## config.mk

```make
export PLATFORM = sky130hd
export DESIGN_NAME = file_page_table
export DESIGN_NICKNAME = d
export VERILOG_FILES = /design/src/rtl/file_page_table.sv
export SDC_FILE = /design/constraint.sdc
export NUM_CORES = 1
export LEC_CHECK = 0
export CORE_MARGIN = 1.5
export CORE_UTILIZATION = 56
export DETAILED_ROUTE_END_ITERATION = 10
export HOLD_SLACK_MARGIN = 0.06
export PLACE_DENSITY = 0.79
export SYNTH_ARGS = -nofsm -noshare
export SYNTH_HDL_FRONTEND = slang
export SYNTH_SLANG_ARGS = --single-unit
export TNS_END_PERCENT = 50
```

## constraint.sdc

```tcl
create_clock -name clk -period 4.7 [get_ports clk]
set_input_delay 0.94 -clock clk [delete_from_list [all_inputs] [get_ports clk]]
set_output_delay 0.94 -clock clk [all_outputs]
set_load 0.01 [all_outputs]
```

## src/rtl/file_page_table.sv

```systemverilog
// File page table: records BIOS-generated file extents and translates (id, offset) into HD addresses.
// Optional bounds checking on translation is enabled by defining PAGE_TABLE_BOUNDS_CHECK_EN.
module file_page_table #(
  parameter int DEPTH = 8,
  parameter int ID_W  = 3
) (
  input  logic            clk,
  input  logic            reset,
  input  logic            save_page,
  input  logic [31:0]     page,
  input  logic            clear,
  input  logic            req_valid,
  input  logic [ID_W-1:0] req_id,
  input  logic [15:0]     req_offset,
  output logic            rsp_valid,
  output logic [15:0]     rsp_addr,
  output logic            rsp_fault,
  output logic [ID_W:0]   count,
  output logic            full,
  output logic            empty,
  output logic            overflow,
  output logic            bad_page
);

  localparam logic [ID_W:0] DEPTH_C = (ID_W + 1)'(DEPTH);

  logic [15:0]     base_q [DEPTH];
  logic [DEPTH-1:0] valid_q;
  logic [ID_W-1:0] wr_ptr;

  logic [15:0] page_begin;
  logic [15:0] page_end;
  logic        save_live;
  logic        commit;
  logic        reject_bad;
  logic        reject_full;
  logic        hit;
  logic [15:0] addr_next;
  logic        fault_next;

  assign page_begin = page[31:16];
  assign page_end   = page[15:0];

  assign full  = (count == DEPTH_C);
  assign empty = (count == '0);

  // clear wins over save_page; a full table rejects before the begin/end check is consulted
  assign save_live   = save_page && !clear;
  assign reject_full = save_live && full;
  assign commit      = save_live && !full && (page_begin <= page_end);
  assign reject_bad  = save_live && !full && (page_begin > page_end);

  assign hit = valid_q[req_id];

`ifdef PAGE_TABLE_BOUNDS_CHECK_EN
  // End addresses are only consulted by the bounds check, so they are stored only in this build.
  logic [15:0] end_q [DEPTH];
  logic [16:0] sum;
  logic        out_of_bounds;

  always_ff @(posedge clk) begin
    if (commit) end_q[wr_ptr] <= page_end;
  end

  assign sum           = 17'(base_q[req_id]) + 17'(req_offset);
  assign out_of_bounds = sum[16] || (sum[15:0] > end_q[req_id]);
  assign fault_next    = !hit || out_of_bounds;
  assign addr_next     = hit ? sum[15:0] : 16'h0000;
`else
  logic [15:0] sum;

  assign sum        = base_q[req_id] + req_offset;
  assign fault_next = !hit;
  assign addr_next  = hit ? sum : 16'h0000;
`endif

  always_ff @(posedge clk) begin
    if (commit) base_q[wr_ptr] <= page_begin;
  end

  // req/rsp: no backpressure; every req_valid cycle is accepted and answered by exactly one
  // rsp_valid pulse on the following cycle, computed from the table as it stood before that edge.
  always_ff @(posedge clk or posedge reset) begin
    if (reset) begin
      valid_q   <= '0;
      wr_ptr    <= '0;
      count     <= '0;
      overflow  <= 1'b0;
      bad_page  <= 1'b0;
      rsp_valid <= 1'b0;
      rsp_addr  <= '0;
      rsp_fault <= 1'b0;
    end else begin
      rsp_valid <= req_valid;
      rsp_addr  <= req_valid ? addr_next : 16'h0000;
      rsp_fault <= req_valid && fault_next;
      bad_page  <= reject_bad;
      if (clear) begin
        valid_q  <= '0;
        wr_ptr   <= '0;
        count    <= '0;
        overflow <= 1'b0;
      end else begin
        if (commit) begin
          valid_q[wr_ptr] <= 1'b1;
          wr_ptr          <= wr_ptr + ID_W'(1);
          count           <= count + (ID_W + 1)'(1);
        end
        if (reject_full) overflow <= 1'b1;
      end
    end
  end

endmodule
```

==> flow_metrics.env <==
export IMPL_clk_path_buf_depth=2
export IMPL_hold_viol_final=0
export IMPL_grt_max_degree=36
export IMPL_drcViolationCount=0
export IMPL_reg2reg_slack_ns=1.40
export IMPL_synth_nets=555
export IMPL_worstPathRequired_ns=4.83
export IMPL_critPathTopFamily="simple AND/OR/NAND/NOR gates"
export IMPL_finalPower_mw=3.27
export IMPL_p_per_area_nw_per_um2=361
export IMPL_port_buffers=81
export IMPL_synth_top_area_frac=0.524
export IMPL_critical_path_max_stage_delay_ns=0.81
export IMPL_seq_area_frac_synth=0.643
export IMPL_routed_wl_mm=16.0
export IMPL_ios=82
export IMPL_wl_per_cell_um=21.1
export IMPL_synth_area_top_cells="edfxtp_1 52%, dfrtp_1 12%, mux4_2 10%"
export IMPL_finClkSkew_ns=0.00645
export IMPL_num_rows=41
export IMPL_final_common_cell="edfxtp_1"
export IMPL_final_nets=663
export IMPL_synth_warnings=0
export IMPL_place_congestion=0.882
export IMPL_cts_root_buffer="clkbuf_16"
export IMPL_hp_class="flip-flop to flip-flop"
export IMPL_leakagePower_nw=3.39
export IMPL_netlist_area_um2=7340
export IMPL_grt_pass1_vias=4567
export IMPL_postSynth_asyncResetShare=0.215
export IMPL_synth_top_flop_cell="edfxtp_1"
export IMPL_grt_pass1_wl_mm=25.1
export IMPL_stdcell_count=757
export IMPL_antenna_found_initial=0
export IMPL_fin_area_um2=9070
export IMPL_ctsHoldBuffers=0
export IMPL_synth_seq_cells=163
export IMPL_ant_nets=0
export IMPL_clock_latency_ns=0.43
export IMPL_r2r_start="count[0]$_DFFE_PP0P_"
export IMPL_syn_area_per_cell_um2=15.8
export IMPL_setup_tns_ns=0
export IMPL_cts_sinks=163
export IMPL_overflow=0
export IMPL_fin_crit_ns=4.32
export IMPL_crit_path_end_kind="flip-flop"
export IMPL_area_delta_synth_final_pct=23.6
export IMPL_start_kind="primary input"
export IMPL_synth_top_cell_by_area="edfxtp_1"
export IMPL_dpl_hpwl_mm=10.7
export IMPL_core_um2=12700
export IMPL_numCtsBuffers=17
export IMPL_synthCells=464
export IMPL_final_cell_mix="128 x edfxtp_1, 80 x clkdlybuf4s50_1, 35 x dfrtp_1"
export IMPL_drt_iter0_drc=437
export IMPL_rsz0062_at_grt="false"
export IMPL_ir_drop_uv=317
export IMPL_ctsResizeCount=0
export IMPL_period_share=0.920
export IMPL_dr_pass1_iters=5
export IMPL_placedInstanceArea_um2=8510
export IMPL_vias_per_cell=5.84
export IMPL_crit_chain="clkdlybuf4s50_1 > ha_1 > nand4_2 > nor4_2 > nand4_1 > o31a_1 > or2_1 > nor2_1 > buf_4"
export IMPL_slew_headroom=0.328
export IMPL_htreeDepth=4
export IMPL_maxCapViolations=0
export IMPL_worst_pin_slew_ns=1.00
export IMPL_die_area_um2=13800
export IMPL_track_usage=0.244
export IMPL_clkTransAtPathRegs_ns=0.06
export IMPL_postCtsSetupRepairBufs=0
export IMPL_start_util=0.577
export IMPL_critPathSlowestCell="nor2_1"
export IMPL_die_x_um=117
export IMPL_ys_types=52
export IMPL_drive_above_1_share=0.202
export IMPL_slew_violations=0
export IMPL_fmax_mhz=231
export IMPL_fillers=882
export IMPL_vias=4419
export IMPL_cts_tree="yes"
export IMPL_dp_cells=725
export IMPL_die_y_um=117
export IMPL_status="finished, final reports clean"
export IMPL_setup_viol=0
export IMPL_crit_buf_inv=2
export IMPL_hold_path_startpoint="overflow$_DFFE_PP0P_"
export IMPL_cp_arrival_ns=4.45
export IMPL_num_antenna_cells=0
export IMPL_path_class="primary input to flip-flop"
export IMPL_synth_edff_count=128
export IMPL_critPathLaunch="page[31]"
export IMPL_crit_fanout=11
## tightest hold or removal path, delay by kind of cell, from the launching register on
kind	cells	cell delay [ns]
compound gates	1	0.04
simple gates	1	0.09
flops	1	0.35
## cell type report
class	instances	area (um^2)	share of cell area
clock buffers	17	425	0.0469
multi-input cells	248	2420	0.267
inverters	32	120	0.0132
flip-flops and latches	163	4720	0.520
repair buffers	110	1040	0.114
clock inverters	15	131	0.0145
well taps	172	215	0.0237
## state kept, by name (all words and copies together), names as in the netlist
name and cells:
bad_page 1, rsp_valid 1, wr_ptr 3, base_q 128, rsp_fault 1, count 4, rsp_addr 16, valid_q 8
overflow 1
## final timing paths
path,endpoint,cells after the start
max in group asynchronous,rsp_addr[12]$_DFF_PP0_,3
min in group asynchronous,valid_q[6]$_DFFE_PP0P_,3
worst min register to register,overflow$_DFFE_PP0P_,2
worst max register to register,base_q[0][0]$_DFFE_PP_,7
worst min-delay path,overflow$_DFFE_PP0P_,2
worst max-delay path,base_q[0][0]$_DFFE_PP_,9
## layer usage
layer	track usage	share of wire
met1	0.343	0.43
met2	0.382	0.48
met3	0.0572	0.075
met4	0.0793	0.015
met5	0	0
## synth_stat cells (all sizes together), types with 5 or more instances
library cell	instances
edfxtp	128
dfrtp	35
ha	34
mux4	34
inv	32
nor2	28
a21oi	20
mux2	17
clkbuf	12
nand2	12
o21ai	12
buf	9
xor2	8
nand2b	7
xnor2	7
a21o	6
nor2b	6
o31ai	6
nand4	5
## per-stage QoR
step                      hold WS, ns  setup slack (ns)  utilization
after detailed placement        0.495           -0.0582        0.669
after CTS                       0.525             0.339        0.713
after global routing            0.554             0.149        0.713
after floorplan                 0.451             0.586            -
final                           0.523             0.375        0.713
after global placement          0.483            0.0415        0.669
## where the power goes
part	leakage (nW)	internal [mW]	total, mW	switching [mW]
Sequential	1.63	1.58	1.59	0.0123
Clock	0.276	0.732	1.30	0.569
Combinational	1.48	0.185	0.379	0.194
Total	3.39	2.50	3.27	0.775
## kinds of logic (layout without fill, tap and decap cells)
kind of cell               after synthesis  count (layout)  share of synthesized area
adders and majority gates               35              35                     0.0607
and+or+nand+nor                         79              79                     0.0559
muxes                                   53              53                      0.133
AOI/OAI and AO/OA                       66              66                     0.0587
xor gates and xnor gates                15              15                     0.0179
buffers and inverters                   53             174                     0.0302
DFF                                    163             163                      0.643
No activity file was read; power rests on OpenSTA's default activity.
